File: src/rtl/ctrl_sequencer.sv
// Multicycle Moore control unit for the ARM-subset datapath: fetch, decode and
// execute of data-processing, LDR/STR word and B/BL, with a memory wait timeout trap.
module ctrl_sequencer #(
  parameter int WAIT_MAX = 15,
  parameter int CNT_W    = 4
) (
  input  logic        clk,
  input  logic        rst_n,
  input  logic [31:0] ir,
  input  logic        cond_true,
  input  logic        moc,
  output logic [1:0]  ma,
  output logic [1:0]  mb,
  output logic [2:0]  mc,
  output logic        md,
  output logic        me,
  output logic [1:0]  mf,
  output logic        mg,
  output logic        mh,
  output logic [1:0]  mi,
  output logic [1:0]  mj,
  output logic [4:0]  alu_op,
  output logic        rf_ld,
  output logic        ir_ld,
  output logic        mar_ld,
  output logic        mdr_ld,
  output logic        mfa,
  output logic        rw,
  output logic        bus_err,
  output logic [3:0]  state
);

  typedef enum logic [3:0] {
    S_IDLE = 4'd0,
    S_F0   = 4'd1,
    S_F1   = 4'd2,
    S_F2   = 4'd3,
    S_DEC  = 4'd4,
    S_DP   = 4'd5,
    S_LSA  = 4'd6,
    S_LDW  = 4'd7,
    S_LWB  = 4'd8,
    S_STM  = 4'd9,
    S_STW  = 4'd10,
    S_BR   = 4'd11,
    S_BL2  = 4'd12,
    S_ERR  = 4'd15
  } state_t;

  localparam logic [4:0] ALU_SUB  = 5'h02;
  localparam logic [4:0] ALU_ADD  = 5'h04;
  localparam logic [4:0] ALU_PASS = 5'h0D;

  state_t           state_reg, state_next;
  logic [CNT_W-1:0] cnt_reg, cnt_next;
  logic             bus_err_reg, bus_err_next;
  logic             wait_st, timeout;
  logic             ir_unused;

  assign ir_unused = ^{ir[31:28], ir[22:21], ir[19:0]};

  assign wait_st = (state_reg == S_F2) || (state_reg == S_LDW) || (state_reg == S_STW);
  // A moc arriving on the final permitted cycle still completes the access.
  assign timeout = wait_st && !moc && (cnt_reg == CNT_W'(WAIT_MAX));

  always_ff @(posedge clk or negedge rst_n) begin
    if (!rst_n) begin
      state_reg   <= S_IDLE;
      cnt_reg     <= '0;
      bus_err_reg <= 1'b0;
    end else begin
      state_reg   <= state_next;
      cnt_reg     <= cnt_next;
      bus_err_reg <= bus_err_next;
    end
  end

  always_comb begin
    state_next = state_reg;
    case (state_reg)
      S_IDLE: state_next = S_F0;
      S_F0:   state_next = S_F1;
      S_F1:   state_next = S_F2;
      S_F2:   state_next = moc ? S_DEC : (timeout ? S_ERR : S_F2);
      S_DEC: begin
        if (!cond_true)             state_next = S_F0;
        else if (ir[27:26] == 2'b00) state_next = S_DP;
        else if (ir[27:26] == 2'b01) state_next = S_LSA;
        else if (ir[27:25] == 3'b101) state_next = S_BR;
        else                        state_next = S_F0;
      end
      S_DP:   state_next = S_F0;
      S_LSA:  state_next = ir[20] ? S_LDW : S_STM;
      S_LDW:  state_next = moc ? S_LWB : (timeout ? S_ERR : S_LDW);
      S_LWB:  state_next = S_F0;
      S_STM:  state_next = S_STW;
      S_STW:  state_next = moc ? S_F0 : (timeout ? S_ERR : S_STW);
      S_BR:   state_next = ir[24] ? S_BL2 : S_F0;
      S_BL2:  state_next = S_F0;
      S_ERR:  state_next = S_ERR;
      default: state_next = S_IDLE;
    endcase
  end

  // Counter restarts on any state change, so every wait state is entered at zero.
  always_comb begin
    cnt_next = cnt_reg;
    if (state_next != state_reg) cnt_next = '0;
    else if (wait_st && !moc)    cnt_next = cnt_reg + CNT_W'(1);
  end

  assign bus_err_next = bus_err_reg || (state_next == S_ERR);
  assign bus_err      = bus_err_reg;
  assign state        = state_reg;

  always_comb begin
    ma = 2'd0; mb = 2'd0; mc = 3'd0; md = 1'b0; me = 1'b0; mf = 2'd0;
    mg = 1'b0; mh = 1'b0; mi = 2'd0; mj = 2'd0; alu_op = 5'd0;
    rf_ld = 1'b0; ir_ld = 1'b0; mar_ld = 1'b0; mdr_ld = 1'b0;
    mfa = 1'b0; rw = 1'b0;
    case (state_reg)
      S_F0: begin
        ma = 2'd2; md = 1'b1; alu_op = ALU_PASS; mar_ld = 1'b1;
      end
      S_F1: begin
        ma = 2'd2; mb = 2'd3; md = 1'b1; alu_op = ALU_ADD; mc = 3'd3;
        rf_ld = 1'b1; mfa = 1'b1; rw = 1'b1;
      end
      S_F2: begin
        mfa = 1'b1; rw = 1'b1; mdr_ld = 1'b1; ir_ld = moc;
      end
      S_DP: begin
        mb = 2'd1; mc = 3'd1; rf_ld = (ir[24:23] != 2'b10);
      end
      S_LSA: begin
        md = 1'b1; alu_op = ir[23] ? ALU_ADD : ALU_SUB; mar_ld = 1'b1;
      end
      S_LDW: begin
        mfa = 1'b1; rw = 1'b1; mdr_ld = 1'b1;
      end
      S_LWB: begin
        mh = 1'b1; rf_ld = 1'b1;
      end
      S_STM: begin
        mj = 2'd2; me = 1'b1; mdr_ld = 1'b1;
      end
      S_STW: mfa = 1'b1;
      S_BR: begin
        ma = 2'd2; mb = 2'd2; md = 1'b1; alu_op = ALU_ADD; mc = 3'd3; rf_ld = 1'b1;
      end
      S_BL2: begin
        ma = 2'd2; md = 1'b1; alu_op = ALU_PASS; mc = 3'd2; rf_ld = 1'b1;
      end
      default: ;
    endcase
  end

endmodule

File: config.mk
export PLATFORM = sky130hd
export DESIGN_NAME = ctrl_sequencer
export DESIGN_NICKNAME = d
export VERILOG_FILES = /design/src/rtl/ctrl_sequencer.sv
export SDC_FILE = /design/constraint.sdc
export NUM_CORES = 1
export LEC_CHECK = 0
export ABC_AREA = 1
export CAP_MARGIN = 20
export CORE_MARGIN = 2
export CORE_UTILIZATION = 30
export CTS_CLUSTER_SIZE = 12
export DETAILED_ROUTE_END_ITERATION = 7
export GPL_ROUTABILITY_DRIVEN = 0
export PLACE_DENSITY = 0.75
export SYNTH_ARGS = -nofsm -noshare
export SYNTH_HDL_FRONTEND = slang
export SYNTH_SLANG_ARGS = --single-unit
File: constraint.sdc
create_clock -name clk -period 1.9 [get_ports clk]
set_clock_uncertainty 0.2 [all_clocks]
set_input_delay 0.19 -clock clk [delete_from_list [all_inputs] [get_ports clk]]
set_output_delay 0.19 -clock clk [all_outputs]
set_load 0.05 [all_outputs]
# ---- Yosys cells after proc, flatten, opt, wreduce, memory -nomap -nowiden
# Index checks and enable logic that the tools add are counted.
dict set report op_classes {
  n_addsub 1
  n_eq_ne 19
  mux 30
  reduce_logical 19
}
# operator n
set op_table {}
lappend op_table {{$mux W4} 13}
lappend op_table {{$pmux W4 S11} 1}
lappend op_table {{$eq A4 B4 Y1 const B} 8}
lappend op_table {{$eq A4 B3 Y1 const B} 4}
lappend op_table {{$reduce_or A4 Y1} 4}
lappend op_table {{$pmux W2 S3} 2}
lappend op_table {{$pmux W4 S3} 1}
lappend op_table {{$eq A4 B2 Y1 const B} 2}
lappend op_table {{$mux W1} 8}
lappend op_table {{$mux W3} 2}
lappend op_table {{$reduce_or A2 Y1} 3}
lappend op_table {{$reduce_or A3 Y1} 2}
lappend op_table {{$reduce_or A5 Y1} 1}
lappend op_table {{$add A4 B1 Y4 const B} 1}
lappend op_table {{$eq A4 B1 Y1 const B} 1}
lappend op_table {{$logic_not A4 Y1} 1}
lappend op_table {{$mux W2} 2}
lappend op_table {{$ne A4 B4 Y1} 1}
lappend op_table {{$eq A3 B3 Y1 const B} 1}
lappend op_table {{$logic_or A1 B1 Y1} 3}
lappend op_table {{$eq A2 B1 Y1 const B} 1}
lappend op_table {{$logic_and A1 B1 Y1} 2}
lappend op_table {{$logic_not A2 Y1} 1}
lappend op_table {{$ne A2 B2 Y1 const B} 1}
lappend op_table {{3 further kinds} 3}
dict set report totals {
  reg_bits 9
  in_bits 36
  output_inout_bits 33
  elab_cells 72
}

# ---- Longest topological paths before layout
# Gate-level depths: netlist (run 1).
dict set report depth {
  word_depth 10
  depth_mapped 13
  depth_no_buf 13
}

# ---- Worst setup path after synthesis (run 1)
# Ideal clock, no wire load.
dict set report synth_path {
  kind {flip-flop to output port}
  start {register state_reg[1], in the netlist state[1]}
  end {output port alu_op[2]}
  arrival_ns 2.966
  required_ns 1.510
  slack_ns -1.456
  stages_incl_launch_ff 10
  cell_sequence {dfrtp_1 > inv_1 > nor2_4 > nand2_1 > nand2_1 > nor2_1 > inv_1 > nor2_1 > nand2_1 > o21a_1}
}
dict set report synth_between {
  elab_chain_cells 3
  word_cells_on_any_way 8
  classes_between {5 x eq/ne; 1 x mux; 2 x reduce/logical}
}
# item line_no
set synth_rtl {}
lappend synth_rtl {{start, declared} 54} ;# state_t state_reg, state_next;
lappend synth_rtl {{start signal, assigned} 72} ;# state_reg <= state_next;
lappend synth_rtl {{$eq A4 B4 Y1, or another cell as far along} 121} ;# case (state_reg)
lappend synth_rtl {{$reduce_or A2 Y1 (no source line)} --}
lappend synth_rtl {{$pmux W4 S3 *} 121}
lappend synth_rtl {{end, declared} 22} ;# output logic [4:0] alu_op,
# Mark *: on every way between the ends. The rest lies on a longest branch, timed or not.

# ---- Final worst setup path (run 1)
dict set report layout_path {
  start {register state_reg[3], in the netlist state[3]}
  end {register cnt_reg[0]}
}
dict set report layout_between {
  elab_chain_cells 10
  word_cells_on_any_way 29
  classes_between {14 x eq/ne; 8 x mux; 7 x reduce/logical}
}
# item line_no
set layout_rtl {}
lappend layout_rtl {{$eq A4 B2 Y1 or $eq A4 B3 Y1 (tied branches)} {62, 80}}
lappend layout_rtl {{$logic_or A1 B1 Y1 (2 in series)} 62} ;# assign wait_st = (state_reg == S_F2) || (state_reg == S_LDW) || (state_reg == S_STW);
lappend layout_rtl {{$logic_and A1 B1 Y1 (2 in series)} 64} ;# assign timeout = wait_st && !moc && (cnt_reg == CNT_W'(WAIT_MAX));
lappend layout_rtl {{$mux W3 or $mux W4 (tied branches)} {97, 84}}
lappend layout_rtl {{$mux W4, on equally long branches} {97, 84}}
lappend layout_rtl {{$pmux W4 S11 *} 80} ;# case (state_reg)
lappend layout_rtl {{net state_next[2]} 54}
lappend layout_rtl {{$ne A4 B4 Y1 *} 108} ;# if (state_next != state_reg) cnt_next = '0;
lappend layout_rtl {{$mux W4 or $reduce_bool A2 Y1 (tied branches)} --}
lappend layout_rtl {{end signal, assigned} 73} ;# cnt_reg <= cnt_next;
lappend layout_rtl {{end, declared} 55} ;# logic [CNT_W-1:0] cnt_reg, cnt_next;
# Mark *: on every way through the listed nets, which the timed path passes. The rest lies on a longest branch.
# A chain may end at the register's enable or synchronous reset.

==> results.cfg, run 1 <==
[outcome]
status = finished, violations left
violations = setup timing

[cells_and_area]
drive_above_1_share_pct = 61.2
post-route-cell-area_um2 = 2260
area_growth_pct = 125
layout.nets = 280
antenna_cells = 0

[grt]
grt_pass1_wl_um = 5260
grt_pass1_vias = 1226
globalRouteTotalUtil_pct = 18.5
grt_max_degree = 10
grt_antenna_before_repair = 0
grt-ovfl-total = 0

[timing]
rsz0062_at_grt = true
setup_viol_count_final = 25
min_period_over_period_pct = 116
maxSlewViolCount = 0
layout_setup_ws_ns = -0.311
max_freq_mhz = 452
whs_ns = 0.0188
finalHoldViolCount = 0
fin_tns_setup_ns = -3.79
period_needed_ns = 2.21

[flow_run]
drv_cap = 0

[logic_synthesis]
synth_cell_types = 27
seq_area_frac_synth_pct = 22.5
synthTopCellsByCount = nand2_1, nor2_1, inv_1, nand3_1, buf_4
synth_top_area_cell = dfrtp_1
synthCells = 161
async_reset_ff_share_pct = 100
synth_area_leaders = dfrtp_1, nand2_1, nor2_1
synthMostInstantiatedCell = nand2_1
synth_area_per_cell_um2 = 6.22
ys_ff_latch = 9
synthFlopType = dfrtp_1
netlist_area_um2 = 1000
synth_edf_count = 0
yosysWarnings = 0
yosysTopAreaCellShare_pct = 22.5

[critical_path]
critical_path.max_fanout = 5
slowest_delay_ns = 0.52
crit_type = register to register
crit_required_ns = 1.89
crit_chain = inv_4 -> nor2_4 -> buf_4 -> buf_6 -> nand3_1 -> nand3_1 -> nor2_2 -> nand3_4 -> nand2_2 -> nand2_2 -> nor2_2 -> nand2_2 -> nor2_1
slowest_stage = dfrtp_4
crit_path_frequent_cell = nand2_2
arrival_ns = 2.20
cp-start-kind = register
critPathCaptureType = register

[clocking]
clk_pin_slew_worst_paths_ns = 0.06
cts_buffers = 3
insertion_delay_ns = 0.26
ctsHtreeMaxLevel = 1
cts.path.max_buffers = 2
cts.sinks = 9
cts_tree = yes
ctsHoldBuffers = 0
cts-root-buf = clkbuf_4

[route]
via_count = 1415
routed_via_density = 4.95
dr.pass1.iters = 4
drc = 0
drtIter0Drc = 52
drtAntennaViolNets = 0
wl_per_cell_um = 13.9
routed_wl_um = 3990

[power_and_ir_drop]
power_frac_comb_pct = 18.9
sequentialPowerShare_pct = 46.1
ir_worst_vdd_mv = 0.276
p_per_area_nw_per_um2 = 184
intPower_uw = 294
power_uw = 415
p_sw_share_pct = 29.3
clkPwrFrac_pct = 34.9
power.switching_uw = 122
leakagePower_uw = 0.00109

[floorplan]
die_h_um = 61.8
io_pins = 69
die-area_um2 = 3820
initial_utilization_pct = 32.0
core_area_um2 = 3130
die_x_um = 61.8
num_rows = 20

[place]
io_buffer_count = 33
pre_cts_slack_ns = -0.125
place_area_um2 = 1870
hpwl_um = 2480

[worst_hold_path]
hp-class = primary input to async pin
-- logic make-up (layout without fill, tap and decap cells) --
family                     count (synthesis)  count (layout)  share of synthesized area (%)
adders and majority gates                  1               1                           1.25
other                                      1               9                          0.374
AOI/OAI and AO/OA                          7               7                           5.24
xor gates and xnor gates                   3               3                           2.62
buffers and inverters                     30             103                           15.6
and+or+nand+nor                          109             109                           51.4
DFF                                        9               9                           22.5
muxes                                      1               1                          0.999
-- worst paths after layout --
check                              start    endpoint  slack, ns  cells after the start
worst max-delay path            state[3]  cnt_reg[0]      -0.31                     13
worst min-delay path               rst_n    state[3]       0.02                      1
worst max register to register  state[3]  cnt_reg[0]      -0.31                     13
worst min register to register   bus_err     bus_err       0.30                      1
max in group asynchronous          rst_n    state[0]       1.17                      1
min in group clk                 bus_err     bus_err       0.30                      1
-- routing by layer --
| metal | vias to the layer above | track usage [%] | wire length, um |
|---|---|---|---|
| li1 | 652 | - | - |
| met1 | 659 | 20.6 | 1410 |
| met2 | 75 | 34.4 | 2100 |
| met3 | 29 | 2.48 | 194 |
| met4 | 0 | 8.81 | 286 |
| met5 | - | 0 | 0 |
-- critical path, delay by kind of cell, from the launching register on --
family	cells	cell delay, ns
buf+inv	3	0.36
flops	1	0.52
simple gates	10	1.05
-- through the flow --
step | utilization (%) | cells
5_1_grt | 72.2 | 286
6_report | 72.2 | 286
2_1_floorplan | - | 169
3_5_place_dp | 59.8 | 265
3_3_place_gp | 59.8 | 265
4_1_cts | 66.0 | 277
-- layout by cell type (no fill, tap or decap), drive strengths merged --
cell           count
nand3             21
nand4              2
o21a               1
o21ai              5
nand2             45
nor3               2
nor2              36
conb               9
inv               18
nand3b             2
clkdlybuf4s50      9
clkbuf             4
mux2i              1
ha                 1
and3               1
dfrtp              9
buf               71
clkinvlp           1
xor2               2
xnor2              1
a31o               1
-- final cells by class --
| class | instances | area, um2 |
|---|---|---|
| clock buffer | 4 | 26.3 |
| fill | 216 | 870 |
| inverter | 19 | 90.1 |
| multi-input combinational | 130 | 921 |
| sequential | 9 | 235 |
| tap | 44 | 55.1 |
| timing repair buffer | 80 | 931 |
-- power by group through the flow --
stage | registers, uW | clock network (uW) | logic [uW]
3_5_place_dp | 195 | 0 | 75.5
3_3_place_gp | 195 | 0 | 75.1
5_1_grt | 191 | 162 | 83.8
4_1_cts | 192 | 151 | 76.7
6_report | 192 | 145 | 78.6
2_1_floorplan | 195 | 0 | 59.1
-- repair_timing --
item / 4_1_cts / 5_1_grt
buffers inserted: 8 / 10
gates resized for setup: 28 / 31
endpoints found under the setup margin: 22 / 25
pin swaps: 10 / 17
gates cloned: 0 / 0
Note: power is estimated with default switching activity, not from simulation.
==> run 2, diff against run 1 <==
CORE_MARGIN = default   (was 2)
==> run 2 against run 1 <==
Effect of this change:
- the run still ends with setup timing left
- critical path depth down 3
- register-to-register slack better by 0.09 ns
- utilization shrank 3.6 points
- flip-flop and latch count did not move
- wire length fell by 12%
==> results.cfg, run 2 (synthesized netlist as in run 1, its figures left out) <==
[clocking]
cts_tree = yes
cts.path.max_buffers = 2
ctsHoldBuffers = 0
cts.sinks = 9
clk_pin_slew_worst_paths_ns = 0.05
ctsHtreeMaxLevel = 1
insertion_delay_ns = 0.25
cts_buffers = 3
cts-root-buf = clkbuf_4

[timing]
maxSlewViolCount = 0
min_period_over_period_pct = 113
max_freq_mhz = 464
layout_setup_ws_ns = -0.253
rsz0062_at_grt = true
fin_tns_setup_ns = -2.71
setup_viol_count_final = 23
finalHoldViolCount = 0
period_needed_ns = 2.15

[route]
via_count = 1311
routed_via_density = 4.65
wl_per_cell_um = 12.4
dr.pass1.iters = 4
drtIter0Drc = 37
drtAntennaViolNets = 0
drc = 0
routed_wl_um = 3500

[outcome]
violations = setup timing
status = finished, violations left

[grt]
grt_antenna_before_repair = 0
globalRouteTotalUtil_pct = 20.7
grt_pass1_wl_um = 5510
grt_pass1_vias = 1243
grt_max_degree = 10
grt-ovfl-total = 0

[critical_path]
r2r_slack_ns = -0.22
critical_path.max_fanout = 6
reg2reg_from = state[3]
crit_path_frequent_cell = nor2_4
slowest_delay_ns = 0.53
crit_type = register to output pin
reg2reg_to = cnt_reg[2]
crit_required_ns = 1.51
crit_chain = inv_4 -> nor2_4 -> nand2_4 -> nand2_8 -> nor2_4 -> inv_6 -> nor2_4 -> inv_4 -> o21a_4 -> buf_12
rr_worst_depth = 14
cp-start-kind = register
slowest_stage = dfrtp_4
critPathCaptureType = output pin
arrival_ns = 1.76

[cells_and_area]
antenna_cells = 0
fin_util_pct = 68.6
final_common_cell = buf_4
final_cell_mix = buf_4, nand2_1, nor2_1, buf_12, nand3_1
area_growth_pct = 112
drive_above_1_share_pct = 56.3
layout.nets = 276
fin_cells = 282

[floorplan]
num_rows = 20
initial_utilization_pct = 32.3
die_x_um = 59.8
die-area_um2 = 3580
die_h_um = 59.8
io_pins = 69
core_area_um2 = 3100

[place]
hpwl_um = 2470
dp_cells = 261
io_buffer_count = 33

[power_and_ir_drop]
p_per_area_nw_per_um2 = 191
ir_worst_vdd_mv = 0.302
leakagePower_uw = 0.00102

[flow_run]
drv_cap = 0

[worst_hold_path]
hp-class = primary input to async pin
## run 2: cell count changes in the layout (fill, tap and decap cells not counted), moves of 2 or more
cell / before / now
nand2_1: 22 / 26
buf_6: 12 / 9
nand3_4: 4 / 1
nor2_2: 16 / 9
nand3_1: 10 / 12
nand2_2: 13 / 10
buf_12: 21 / 19
nor2_1: 13 / 19
## run 2: how the worst max path moves through the flow
stage             start          to  slack [ns]  cells after the start
3_3_place_gp        moc  cnt_reg[2]       -0.07                     12
4_1_cts        state[3]   alu_op[2]       -0.25                     10
6_report       state[3]   alu_op[2]       -0.25                     10
3_5_place_dp        moc  cnt_reg[3]       -0.07                     12
5_1_grt        state[3]  cnt_reg[2]       -0.32                     13
2_1_floorplan  state[1]   alu_op[2]       -0.24                      9
## run 2: routing by layer
metal,GRT usage (%),part of all wire (%)
met1,21.5,37
met2,40.5,55
met3,3.03,6.0
met4,8.31,1.7
met5,0,0
## run 2: power breakdown
| part | switching [uW] | leakage, uW | internal, uW |
|---|---|---|---|
| logic | 56.4 | 0.000908 | 21.2 |
| clock network | 56.3 | 0.0000150 | 80.2 |
| registers | 0 | 0.0000994 | 192 |
## run 2: repair_timing
item                                   CTS  global route
setup endpoints to repair               18            24
pin swaps                               17             6
cloned                                   0             0
buffers inserted                        14             3
gates resized for setup                 27            15
endpoints found under the hold margin    0             0
## run 2: cell type report
| class | count | area, um2 |
|---|---|---|
| fillers | 246 | 973 |
| repair buffers | 76 | 865 |
| multi-input cells | 130 | 858 |
| flip-flops and latches | 9 | 235 |
| inverters | 19 | 90.1 |
| well taps | 44 | 55.1 |
| clock buffers | 4 | 26.3 |
## run 2: critical path: cells and delay by family (launching register included)
| family | cells | cell delay [ns] |
|---|---|---|
| flip-flops | 1 | 0.53 |
| AND/OR/NAND/NOR | 5 | 0.46 |
| buffers and inverters | 4 | 0.32 |
| AO/OA/AOI/OAI | 1 | 0.19 |
## run 2: per-stage QoR
step | hold slack (ns) | setup WS (ns) | total power (uW) | instance area [um2]
CTS | 0.0276 | -0.253 | 412 | 2060
global placement | 0.262 | -0.0675 | 270 | 1830
detailed placement | 0.270 | -0.0651 | 271 | 1830
global route | 0.0298 | -0.319 | 435 | 2130
finish | 0.0242 | -0.253 | 406 | 2130
floorplan | -0.306 | -0.244 | 254 | 1150
==> run 3, diff against run 2 <==
CORE_UTILIZATION = 24   (was 30)
PLACE_DENSITY = 0.63   (was 0.75)
==> run 3 against run 2 <==
Effect of this change:
- the flow still finishes with violations (setup timing)
- flip-flop and latch count unchanged
- clock-buffer cell count stayed put
- die area rose by 24%
- setup slack gained 0.029 ns
- clock power grew 58%
- largest power group is now the clock network
==> results.cfg, run 3 (synthesized netlist as in run 1, its figures left out) <==
[critical_path]
cp.buffers_inverters = 4
crit_required_ns = 1.51
critPathCaptureType = output pin
arrival_ns = 1.73
crit_path_frequent_cell = nor2_4
crit_chain = inv_4 -> nor2_4 -> nand2_4 -> nand2_8 -> nor2_4 -> inv_6 -> nor2_4 -> inv_4 -> o21a_4 -> buf_12
slowest_delay_ns = 0.53
slowest_stage = dfrtp_4
critical_path.max_fanout = 7
crit_type = register to output pin
cp-start-kind = register
crit_family = flip-flops

[worst_hold_path]
hp-class = primary input to async pin

[cells_and_area]
drive_above_1_share_pct = 55.6
final_cell_mix = buf_4, nand2_1, nor2_1
area_growth_pct = 120
antenna_cells = 0
layout.nets = 279
final_common_cell = buf_4

[timing]
finalHoldViolCount = 0
setup_viol_count_final = 21
max_freq_mhz = 471
min_period_over_period_pct = 112
whs_ns = 0.0658
rsz0062_at_grt = true
maxSlewViolCount = 0
period_needed_ns = 2.12
fin_tns_setup_ns = -2.33
layout_setup_ws_ns = -0.224

[outcome]
status = finished, violations left
violations = setup timing

[power_and_ir_drop]
intPower_uw = 359
power_frac_comb_pct = 15.8
power.switching_uw = 127
ir_worst_vdd_mv = 0.502
p_per_area_nw_per_um2 = 220
p_sw_share_pct = 26.1
leakagePower_uw = 0.00108
sequentialPowerShare_pct = 39.6
clkPwrFrac_pct = 44.6
power_uw = 486

[grt]
grt_antenna_before_repair = 0
grt_pass1_vias = 1259
use_met3_pct = 1.54
grt-busiest-layer = met2
grtUsageMet1_pct = 17.8
grt_pass1_wl_um = 5250
grt_use_met2_pct = 27.0
grt-ovfl-total = 0
grt_max_degree = 10
globalRouteTotalUtil_pct = 15.0

[clocking]
clk_pin_slew_worst_paths_ns = 0.04
cts-root-buf = clkbuf_8
cts.sinks = 9
cts_buffers = 3
cts_tree = yes
insertion_delay_ns = 0.23
ctsHtreeMaxLevel = 1
cts.path.max_buffers = 2

[place]
hpwl_um = 2450
io_buffer_count = 33

[route]
wl_per_cell_um = 10.5
drtAntennaViolNets = 0
dr.pass1.iters = 4
routed_wl_um = 3050
drtIter0Drc = 16
routed_via_density = 4.29
via_count = 1249
drc = 0

[floorplan]
die-area_um2 = 4440
die_h_um = 66.6
die_x_um = 66.6
initial_utilization_pct = 25.1
core_area_um2 = 4000
num_rows = 23
io_pins = 69

[flow_run]
drv_cap = 0
-- run 3: repair_timing --
action                                  CTS  global route
gates resized for setup                  22            21
endpoints found under the setup margin   18            23
hold buffers                              0             0
pin swaps                                 6             6
buffers inserted                         12             4
cloned                                    0             0
-- run 3: final timing paths --
kind                              end  cells past startpoint  slack, ns     start
hold / removal             cnt_reg[1]                      1       0.07     rst_n
hold reg to reg               bus_err                      1       0.28   bus_err
max in group asynchronous    state[3]                      1       1.11     rst_n
setup reg to reg           cnt_reg[0]                     13      -0.16  state[0]
min in group clk              bus_err                      1       0.28   bus_err
setup / recovery            alu_op[2]                     10      -0.22  state[3]
-- run 3: final cells by class --
class | count | area, um2
Clock buffer | 4 | 45.0
Fill cell | 346 | 1790
Inverter | 19 | 87.6
Multi-Input combinational cell | 130 | 872
Sequential cell | 9 | 235
Tap cell | 50 | 62.6
Timing Repair Buffer | 79 | 907
-- run 3: per-stage QoR --
step	instances	utilization, %	setup slack, ns	area, um2
after global routing	291	55.2	-0.298	2210
after detailed placement	271	46.9	-0.124	1880
after global placement	271	46.9	-0.110	1880
after CTS	287	52.3	-0.226	2090
after floorplan	169	-	-0.244	1150
final	291	55.2	-0.224	2210
-- run 3: power by group through the flow --
stage	Combinational, uW	Clock [uW]	Sequential [uW]
2_1_floorplan	59.1	0	195
3_3_place_gp	74.8	0	195
3_5_place_dp	75.2	0	195
4_1_cts	75.3	222	192
5_1_grt	81.9	232	192
6_report	77.0	217	192
-- run 3: per-layer routing --
metal	wire, um	vias up
met2	1600	39
met5	0	-
met3	101	8
met1	1290	548
li1	-	654
met4	63	0
